`src/rtl/ram_arbiter.sv`:
```
// Round-robin arbiter sharing one single-port 32-bit block RAM among three requesters.
// Registers the winning request onto the RAM port and tags each read return to its issuer.
module ram_arbiter #(
  parameter int ADDR_BITS  = 14,
  parameter int RD_LATENCY = 2
) (
  input  logic                 clk,
  input  logic                 rst,
  input  logic                 req0_valid,
  input  logic                 req0_we,
  input  logic [ADDR_BITS-1:0] req0_addr,
  input  logic [3:0]           req0_byteen,
  input  logic [31:0]          req0_wrdata,
  output logic                 req0_ack,
  output logic                 req0_rvalid,
  input  logic                 req1_valid,
  input  logic                 req1_we,
  input  logic [ADDR_BITS-1:0] req1_addr,
  input  logic [3:0]           req1_byteen,
  input  logic [31:0]          req1_wrdata,
  output logic                 req1_ack,
  output logic                 req1_rvalid,
  input  logic                 req2_valid,
  input  logic                 req2_we,
  input  logic [ADDR_BITS-1:0] req2_addr,
  input  logic [3:0]           req2_byteen,
  input  logic [31:0]          req2_wrdata,
  output logic                 req2_ack,
  output logic                 req2_rvalid,
  output logic [31:0]          rddata,
  output logic [ADDR_BITS-1:0] ram_addr,
  output logic [3:0]           ram_byteen,
  output logic [31:0]          ram_wrdata,
  output logic                 ram_rden,
  output logic                 ram_wren,
  input  logic [31:0]          ram_rddata
);
  localparam int N_REQ = 3;

  logic [N_REQ-1:0]     req_valid;
  logic [N_REQ-1:0]     req_we;
  logic [ADDR_BITS-1:0] req_addr   [N_REQ];
  logic [3:0]           req_byteen [N_REQ];
  logic [31:0]          req_wrdata [N_REQ];

  assign req_valid     = {req2_valid, req1_valid, req0_valid};
  assign req_we        = {req2_we, req1_we, req0_we};
  assign req_addr[0]   = req0_addr;
  assign req_addr[1]   = req1_addr;
  assign req_addr[2]   = req2_addr;
  assign req_byteen[0] = req0_byteen;
  assign req_byteen[1] = req1_byteen;
  assign req_byteen[2] = req2_byteen;
  assign req_wrdata[0] = req0_wrdata;
  assign req_wrdata[1] = req1_wrdata;
  assign req_wrdata[2] = req2_wrdata;

  logic [N_REQ-1:0]     ack_reg;
  logic [N_REQ-1:0]     eligible;
  logic [N_REQ-1:0]     rvalid_vec;
  logic [1:0]           last_reg;
  logic [1:0]           grant_id;
  logic [1:0]           cand;
  logic                 grant_any;
  logic [ADDR_BITS-1:0] ram_addr_reg;
  logic [3:0]           ram_byteen_reg;
  logic [31:0]          ram_wrdata_reg;
  logic                 ram_rden_reg;
  logic                 ram_wren_reg;
  logic [2:0]           pipe_reg [RD_LATENCY];  // {valid, id}

  // A requester whose ack is still high must not be granted a second time.
  assign eligible = req_valid & ~ack_reg;

  always_comb begin
    grant_any = 1'b0;
    grant_id  = last_reg;
    cand      = last_reg;
    for (int k = 0; k < N_REQ; k++) begin
      cand = (cand == 2'd2) ? 2'd0 : cand + 2'd1;
      if (!grant_any && eligible[cand]) begin
        grant_any = 1'b1;
        grant_id  = cand;
      end
    end
  end

  always_ff @(posedge clk) begin
    if (rst) begin
      ack_reg        <= '0;
      last_reg       <= 2'd2;
      ram_addr_reg   <= '0;
      ram_byteen_reg <= '0;
      ram_wrdata_reg <= '0;
      ram_rden_reg   <= 1'b0;
      ram_wren_reg   <= 1'b0;
    end else begin
      ack_reg      <= '0;
      ram_rden_reg <= 1'b0;
      ram_wren_reg <= 1'b0;
      if (grant_any) begin
        ack_reg[grant_id] <= 1'b1;
        last_reg          <= grant_id;
        ram_addr_reg      <= req_addr[grant_id];
        ram_byteen_reg    <= req_byteen[grant_id];
        ram_wrdata_reg    <= req_wrdata[grant_id];
        ram_wren_reg      <= req_we[grant_id];
        ram_rden_reg      <= !req_we[grant_id];
      end
    end
  end

  // last_reg always names the requester behind the access currently on the RAM port.
  always_ff @(posedge clk) begin
    if (rst) begin
      for (int s = 0; s < RD_LATENCY; s++) pipe_reg[s] <= '0;
    end else begin
      pipe_reg[0] <= {ram_rden_reg, last_reg};
      for (int s = 1; s < RD_LATENCY; s++) pipe_reg[s] <= pipe_reg[s-1];
    end
  end

  genvar gi;
  generate
    for (gi = 0; gi < N_REQ; gi++) begin : g_rvalid
      assign rvalid_vec[gi] = pipe_reg[RD_LATENCY-1][2] &&
                              (pipe_reg[RD_LATENCY-1][1:0] == 2'(gi));
    end
  endgenerate

  assign {req2_ack, req1_ack, req0_ack}          = ack_reg;
  assign {req2_rvalid, req1_rvalid, req0_rvalid} = rvalid_vec;
  assign rddata     = ram_rddata;
  assign ram_addr   = ram_addr_reg;
  assign ram_byteen = ram_byteen_reg;
  assign ram_wrdata = ram_wrdata_reg;
  assign ram_rden   = ram_rden_reg;
  assign ram_wren   = ram_wren_reg;
endmodule

```
`config.mk`:
```
export PLATFORM = sky130hd
export DESIGN_NAME = ram_arbiter
export DESIGN_NICKNAME = d
export VERILOG_FILES = /design/src/rtl/ram_arbiter.sv
export SDC_FILE = /design/constraint.sdc
export NUM_CORES = 1
export LEC_CHECK = 0
export CAP_MARGIN = 30
export CORE_AREA = 2 2 108 110
export CTS_CLUSTER_SIZE = 16
export DETAILED_ROUTE_END_ITERATION = 10
export DIE_AREA = 0 0 110 112
export PLACE_DENSITY_LB_ADDON = 0.3
export SYNTH_ARGS = -nofsm -noshare
export SYNTH_HDL_FRONTEND = slang
export SYNTH_SLANG_ARGS = --single-unit
```
`constraint.sdc`:
```
create_clock -name clk -period 5.55 [get_ports clk]
set_clock_uncertainty 0.1 [all_clocks]
set_input_delay 1.665 -clock clk [delete_from_list [all_inputs] [get_ports clk]]
set_output_delay 1.665 -clock clk [all_outputs]
set_load 0.05 [all_outputs]
```
# After elaboration in Yosys (flattened, before gate mapping)

Memories as Yosys holds them, arrays and structs flattened.
Index checks and enable logic that the tools add are counted.

Mux-type cells: 33
Equal/unequal tests: 5
Reductions and logical operators: 11
Bitwise gates (word level): 6
Add/sub/neg operators: 3
$lt $le $gt $ge: 6

Operator list:

| operator                                                    | number |
|---|---|
| binary-select mux 32 bit (select 2 bit)                     | 1 |
| two-way mux 32 bit                                          | 2 |
| binary-select mux 14 bit (select 2 bit)                     | 1 |
| two-way mux 14 bit                                          | 2 |
| less-than comparator 2 x 3 -> 1 bit (second input constant) | 4 |
| two-way mux 2 bit                                           | 6 |
| two-way mux 1 bit                                           | 11 |
| binary-select mux 1 bit (select 2 bit)                      | 4 |
| binary-select mux 4 bit (select 2 bit)                      | 1 |
| == test 2 bit (second input constant)                       | 4 |
| two-way mux 4 bit                                           | 2 |
| adder 2 x 1 -> 2 bit (second input constant)                | 3 |
| logical AND 1 bit                                           | 6 |
| two-way mux 3 bit                                           | 2 |
| bitwise AND 3 bit                                           | 1 |
| >= comparator 3 bit (second input constant)                 | 1 |
| logical NOT 1 bit                                           | 3 |
| inverter 2 -> 3 bit                                         | 1 |
| inverter 3 bit                                              | 1 |
| demux 1 bit (select 2 bit)                                  | 1 |
| == test 2 x 1 -> 1 bit (second input constant)              | 1 |
| >= comparator 2 x 1 -> 1 bit (second input constant)        | 1 |
| logical NOT 2 bit                                           | 1 |
| bitwise OR 1 bit                                            | 2 |
| other kinds (2)                                             | 2 |

Flip-flop bits (word level): 57
Memories: 1
Input bits: 190
Word-level logic and storage cells: 72
Memory bits (writable): 6

Memory list:

| memory   | depth | bits a word | rd ports | clocked after memory_dff | wr ports | line | text |
|---|---|---|---|---|---|---|---|
| pipe_reg | 2     | 3           | 2        | 0                        | 2        | 70   | `logic [2:0] pipe_reg [RD_LATENCY];` |

# Depth between registers and ports, before layout

Gate-level depths: netlist of the first run.

Word-level depth: 15
Depth in mapped cells: 8
Gate-level depth less buffers: 5

# Worst setup path after synthesis of the first run

OpenSTA, ideal clock, no wires.

Kind: input to output
Start: in ram_rddata[0]
End: out rddata[0]
Arrival: 1.835 ns
Stages on the path: 1
Data required time: 3.785 ns
Setup slack: 1.950 ns
Cell sequence: buf_4

RTL lines:

| element         | line | text |
|---|---|---|
| start, declared | 36   | `input logic [31:0] ram_rddata` |
| end, declared   | 30   | `output logic [31:0] rddata,` |

No word-level cell between the ends.

# Worst setup path in the final report of the first run

Start: in req2_valid
End: reg ram_wrdata_reg[5] (netlist: ram_wrdata[5])

Longest elaborated chain between the ends: 14
Elaborated cells between the ends (all ways): 21
Classes of those cells: mux: 15; bitwise: 2; reduce/logical: 4

Ends and longest elaborated chain:

| element                                                | line | text |
|---|---|---|
| start, declared                                        | 23   | `input logic req2_valid,` |
| bitwise AND 3 bit (*)                                  | 73   | `assign eligible = req_valid & ~ack_reg;` |
| binary-select mux 1 bit (select 2 bit)                 | 81   | `if (!grant_any && eligible[cand]) begin` |
| two-way mux 1 bit (not written as such)                | 81   |  |
| two-way mux 1 bit                                      | 81   |  |
| logical NOT 1 bit                                      | 81   |  |
| logical AND 1 bit                                      | 81   |  |
| two-way mux 1 bit                                      | 81   |  |
| logical NOT 1 bit                                      | 81   |  |
| logical AND 1 bit                                      | 81   |  |
| two-way mux 2 bit                                      | 81   |  |
| inverter 2 -> 3 bit (not written as such)              | 106  | `ram_wrdata_reg <= req_wrdata[grant_id];` |
| binary-select mux 32 bit (select 2 bit)                | 106  |  |
| two-way mux 32 bit (not written as such) (2 in series) | 106  |  |
| end signal, assigned                                   | 106  |  |
| end, declared                                          | 67   | `logic [31:0] ram_wrdata_reg;` |

Mark *: on every way between the ends. The rest lies on a longest branch, timed or not. The select of a mux whose other input is x is not followed.
A chain may end at the register's enable or synchronous reset.

==> impl_metrics.json, run 1 <==
{
  "hpwl_mm": 8.661,
  "cts_tree": "done",
  "synth_fp_nets": 617,
  "worstPathRequired_ns": 5.70,
  "ant_nets": 0,
  "synth-seq-cells": 63,
  "min_path_type": "register to register",
  "cp_slowest_cell": "a22o_2",
  "worstSetupStartpointType": "input port",
  "busiest_layer": "met2",
  "avgSynthCellArea_um2": 8.861,
  "met1_usage": 0.2286,
  "status": "completed",
  "drt-vias-per-instance": 5.386,
  "portBuffers": 215,
  "fillers": 1021,
  "max_clock_freq_mhz": 250.5,
  "routed_wl_mm": 12.33,
  "cts_inserted_buffers": 9,
  "critPathMaxFanout": 50,
  "htree_levels": 3,
  "power_mw": 1.852,
  "synth_cell_type_count": 29,
  "grt_util_met2": 0.3362,
  "largest_reg_flops": 32,
  "place_inst": 714,
  "power.density_mw_per_mm2": 306.2,
  "ys_warn_count": 0,
  "row_count": 39,
  "syn-cell-area_mm2": 0.003784,
  "drt_first_pass_iters": 4,
  "max_stage_delay_ns": 0.73,
  "post_drt_wl_per_cell_um": 16.89,
  "ys.flop_type": "dfxtp_1",
  "detail_route.iter0.violations": 123,
  "cap_viol_max_count": 0,
  "placed_cell_area_mm2": 0.005748,
  "area.growth.synth_to_final_pct": 59.82,
  "clkTransAtPathRegs_ns": 0.06,
  "die-width_um": 110,
  "grt_pass1_wl_mm": 19.21,
  "setup_viol": 0,
  "clk_latency_ns": 0.32,
  "grt_pass1_vias": 3943,
  "finalHoldViolations": 0,
  "fin_tns_setup_ns": 0,
  "grtUsageTotal": 0.1950,
  "fin_cells": 730,
  "drive_above_1_share": 0.04600,
  "gr-total-overflow": 0,
  "grt_max_degree": 57,
  "layout_commonest_cell": "clkdlybuf4s50_1",
  "cts_setup_buffers": 0,
  "layout_common_cells": "clkdlybuf4s50_1 (215), dfxtp_1 (63), mux2i_1 (52)",
  "die_h_um": 112,
  "worstMarginPinSlew_ns": 0.9112,
  "vdd_drop_max_v": 0.0001290,
  "relSlewSlack": 0.3925,
  "layout_min_cycle_time_ns": 3.993,
  "gp_congestion": 0.7649,
  "grtUsageMet3": 0.04274,
  "clockBufferDepth": 2,
  "cellLeakagePower_nw": 2.183,
  "synth-edff-count": 0,
  "dieArea_mm2": 0.01232,
  "rsz0062_at_grt": "false",
  "antenna-diode-count": 0,
  "nNetsFinal": 772,
  "cts-hold-fix-buffers": 0,
  "initial_core_util": 0.3386,
  "synthArstFlopShare": 0,
  "num_vias": 3932,
  "slew_violations": 0,
  "antenna_found_initial": 0,
  "cts_resized": 0,
  "core_area_mm2": 0.01117,
  "rrSetupSlack_ns": 2.94,
  "period_share": 0.7194,
  "crit_arrival_ns": 4.14,
  "yosysSeqAreaShare": 0.3333,
  "worstPathCellList": "clkdlybuf4s50_1 -> nor3b_2 -> a22o_2 -> buf_4 -> o21a_1 -> o221ai_1 -> a21oi_1",
  "io_pins": 280,
  "netlist_instances": 427,
  "numClockSinks": 63,
  "stdcell_area_mm2": 0.006047,
  "path_class": "input port to register",
  "drcViolationCount": 0,
  "cts_root_buf": "clkbuf_16",
  "end_kind": "register"
}
per-layer routing:
metal	up-vias	wire (um)
met5	-	0
li1	1905	-
met4	0	297
met1	1824	4948
met2	175	6098
met3	28	989
path summary, 6_finish.rpt:
path	startpoint	end	cells past startpoint
setup reg to reg	last_reg[1]$_SDFFE_PP1P_	ram_wrdata[5]$_SDFFE_PP0P_	6
setup / recovery	req2_valid	ram_wrdata[5]$_SDFFE_PP0P_	7
hold reg to reg	pipe_reg[0][1]$_SDFF_PP0_	pipe_reg[0][4]$_SDFF_PP0_	1
hold / removal	pipe_reg[0][1]$_SDFF_PP0_	pipe_reg[0][4]$_SDFF_PP0_	1
metrics by stage:
step | util | worst slack (ns) | hold slack [ns]
finish | 0.5411 | 1.557 | 0.3403
global route | 0.5411 | 1.338 | 0.3609
CTS | 0.5411 | 1.580 | 0.3457
detailed placement | 0.5144 | 1.261 | 0.3322
global placement | 0.5119 | 1.357 | 0.3243
floorplan | - | 1.950 | 0.3138
synthesized netlist by cell type, types with 4 or more instances:
cell / instances / area share
a21oi_1: 51 / 0.067
buf_2: 14 / 0.019
buf_4: 38 / 0.075
clkbuf_1: 23 / 0.023
dfxtp_1: 63 / 0.33
mux2i_1: 52 / 0.14
nand2_1: 5 / 0.0050
nor2_1: 4 / 0.0040
nor2b_1: 9 / 0.015
o21a_1: 49 / 0.097
o21ai_0: 50 / 0.066
o221ai_1: 49 / 0.11
layout make-up:
| type | instances | area [um2] | share of cell area |
|---|---|---|---|
| repair buffers | 220 | 2222 | 0.3675 |
| multi-input cells | 287 | 2082 | 0.3443 |
| flip-flops and latches | 63 | 1261 | 0.2086 |
| clock buffers | 9 | 225.2 | 0.03724 |
| well taps | 143 | 178.9 | 0.02959 |
| clock inverters | 7 | 73.82 | 0.01221 |
| inverters | 1 | 3.754 | 0.0006207 |
worst max-delay path, delay by kind of cell:
kind                   cells  cell delay (ns)
AO/OA/AOI/OAI              4             1.19
buffers and inverters      2             0.99
AND/OR/NAND/NOR            1             0.27
cells by family (layout without fill, tap and decap cells):
logic type | after synthesis | count (layout) | share of synthesized area
AOI/OAI and AO/OA | 205 | 205 | 0.3628
buffers and inverters | 77 | 237 | 0.1190
DFF | 63 | 63 | 0.3333
muxes | 52 | 52 | 0.1376
and+or+nand+nor | 30 | 30 | 0.04729
power breakdown:
part / internal (mW) / switching, mW / leakage, nW
Sequential: 0.513 / 0.0350 / 0.522
Clock: 0.348 / 0.211 / 0.145
Combinational: 0.319 / 0.426 / 1.52
No activity file was read; power rests on OpenSTA's default activity.
==> run 2, diff against run 1 <==
- CORE_AREA: 2 2 108 110 -> not set
- CORE_MARGIN: not set -> 1.5
- CORE_UTILIZATION: not set -> 31
- DIE_AREA: 0 0 110 112 -> not set
- clock period: 5.55 -> 3.45 ns (I/O delays scaled with it)
==> run 2 against run 1 <==
- wire length barely moved
- sequential power grew 60%
- critical path depth decreased by 1
- sequential share of layout area down 0.26 points
- power rose by 65%
- critical endpoint is now ram_wrdata[15]$_SDFFE_PP0P_
- die area grew 4.5%
- largest cell class unchanged
- register-to-register slack worse by 1.5 ns
==> impl_metrics.json, run 2 (synthesis gave the netlist of run 1 again) <==
{
  "gr-total-overflow": 0,
  "clk_latency_ns": 0.32,
  "period_share": 0.8128,
  "critPathMaxFanout": 20,
  "crit_arrival_ns": 2.95,
  "cap_viol_max_count": 0,
  "cp_slowest_cell": "clkdlybuf4s50_1",
  "clkPwrFrac": 0.314,
  "grt_pass1_wl_mm": 19.21,
  "cts_inserted_buffers": 9,
  "drcViolationCount": 0,
  "htree_levels": 3,
  "p_int_mw": 1.999,
  "worstSetupStartpointType": "input port",
  "finalHoldViolations": 0,
  "path_class": "input port to register",
  "fin_tns_setup_ns": 0,
  "cts_setup_buffers": 0,
  "die_h_um": 113.5,
  "fin_hold_ws_ns": 0.3302,
  "row_count": 40,
  "die-width_um": 113.5,
  "antenna_found_initial": 0,
  "crit_path_start": "req1_valid",
  "utilization": 0.5119,
  "gp_congestion": 0.7534,
  "combPwrFrac": 0.399,
  "core_area_mm2": 0.01196,
  "p_seq_frac": 0.288,
  "clockBufferDepth": 2,
  "area.growth.synth_to_final_pct": 61.84,
  "clkTransAtPathRegs_ns": 0.05,
  "grtUsageTotal": 0.1852,
  "min_from": "pipe_reg[0][1]$_SDFF_PP0_",
  "dieArea_mm2": 0.01288,
  "worstPathCellList": "clkdlybuf4s50_1 -> or3b_1 -> a32oi_4 -> buf_4 -> o221ai_1 -> a21oi_1",
  "max_stage_delay_ns": 0.48,
  "end_kind": "register",
  "drive_above_1_share": 0.05396,
  "portBuffers": 215,
  "cts_resized": 0,
  "vdd_drop_max_v": 0.0002344,
  "layout_common_cells": "clkdlybuf4s50_1 (215), dfxtp_1 (63), mux2i_1 (52)",
  "cts_tree": "done",
  "num_vias": 3965,
  "crit_family": "buffers and inverters",
  "worstMarginPinSlew_ns": 0.5389,
  "cts-hold-fix-buffers": 0,
  "p_switching_mw": 1.055,
  "reg2reg_from": "last_reg[0]$_SDFFE_PP0P_",
  "worstPathRequired_ns": 3.59,
  "max_clock_freq_mhz": 356.6,
  "detail_route.iter0.violations": 175,
  "largest_reg_flops": 32,
  "netSwitchingFraction": 0.3454,
  "post_drt_wl_per_cell_um": 16.65,
  "grt_max_degree": 57,
  "crit_buf_inv": 2,
  "cts_root_buf": "clkbuf_16",
  "place_inst": 725,
  "layout_min_cycle_time_ns": 2.804,
  "antenna-diode-count": 0,
  "initial_core_util": 0.3163,
  "nNetsFinal": 779,
  "layout_commonest_cell": "clkdlybuf4s50_1",
  "io_pins": 280,
  "fin_cells": 740,
  "cellLeakagePower_nw": 2.228,
  "drt-vias-per-instance": 5.358,
  "grt_pass1_vias": 3961,
  "status": "completed",
  "min_path_type": "register to register",
  "slew_violations": 0,
  "rsz0062_at_grt": "false",
  "drt_first_pass_iters": 6,
  "relSlewSlack": 0.6396,
  "numClockSinks": 63,
  "power.density_mw_per_mm2": 498.8,
  "ant_nets": 0,
  "hpwl_mm": 9.085,
  "setup_viol": 0,
  "routed_wl_mm": 12.32
}
[run 2: area by class of cell]
type                            count  area, um2
Fill cell                        1123       5838
Timing Repair Buffer              227       2280
Multi-Input combinational cell    287       2082
Sequential cell                    63       1261
Clock buffer                       11      242.7
Tap cell                          147      183.9
Clock inverter                      4      70.07
Inverter                            1      3.754
[run 2: worst paths after layout]
path,slack [ns],cells past startpoint,endpoint
setup / recovery,0.65,6,ram_wrdata[15]$_SDFFE_PP0P_
hold / removal,0.33,1,pipe_reg[0][4]$_SDFF_PP0_
setup reg to reg,1.49,5,ram_wrdata[15]$_SDFFE_PP0P_
hold reg to reg,0.33,1,pipe_reg[0][4]$_SDFF_PP0_
[run 2: power groups by stage]
stage | Sequential, mW | Clock [mW] | Combinational [mW]
2_1_floorplan | 1.20 | 0 | 0.544
3_3_place_gp | 0.890 | 0 | 1.20
3_5_place_dp | 0.893 | 0 | 1.22
4_1_cts | 0.879 | 0.983 | 1.23
5_1_grt | 0.890 | 1.02 | 1.29
6_report | 0.878 | 0.959 | 1.22
[run 2: per-stage QoR]
stage / setup WS (ns) / area (um2) / power (mW)
after detailed placement: 0.3076 / 5811 / 2.118
after global routing: 0.5664 / 6123 / 3.206
after CTS: 0.6293 / 6123 / 3.089
final: 0.6458 / 6123 / 3.055
after floorplan: 0.8434 / 3784 / 1.740
after global placement: 0.3489 / 5811 / 2.088
[run 2: routing by layer]
metal / share of wire / vias to the layer above / global-route usage
li1: - / 1920 / -
met1: 0.39 / 1841 / 0.1968
met2: 0.51 / 161 / 0.3402
met3: 0.073 / 43 / 0.05420
met4: 0.024 / 0 / 0.07917
met5: 0 / - / 0
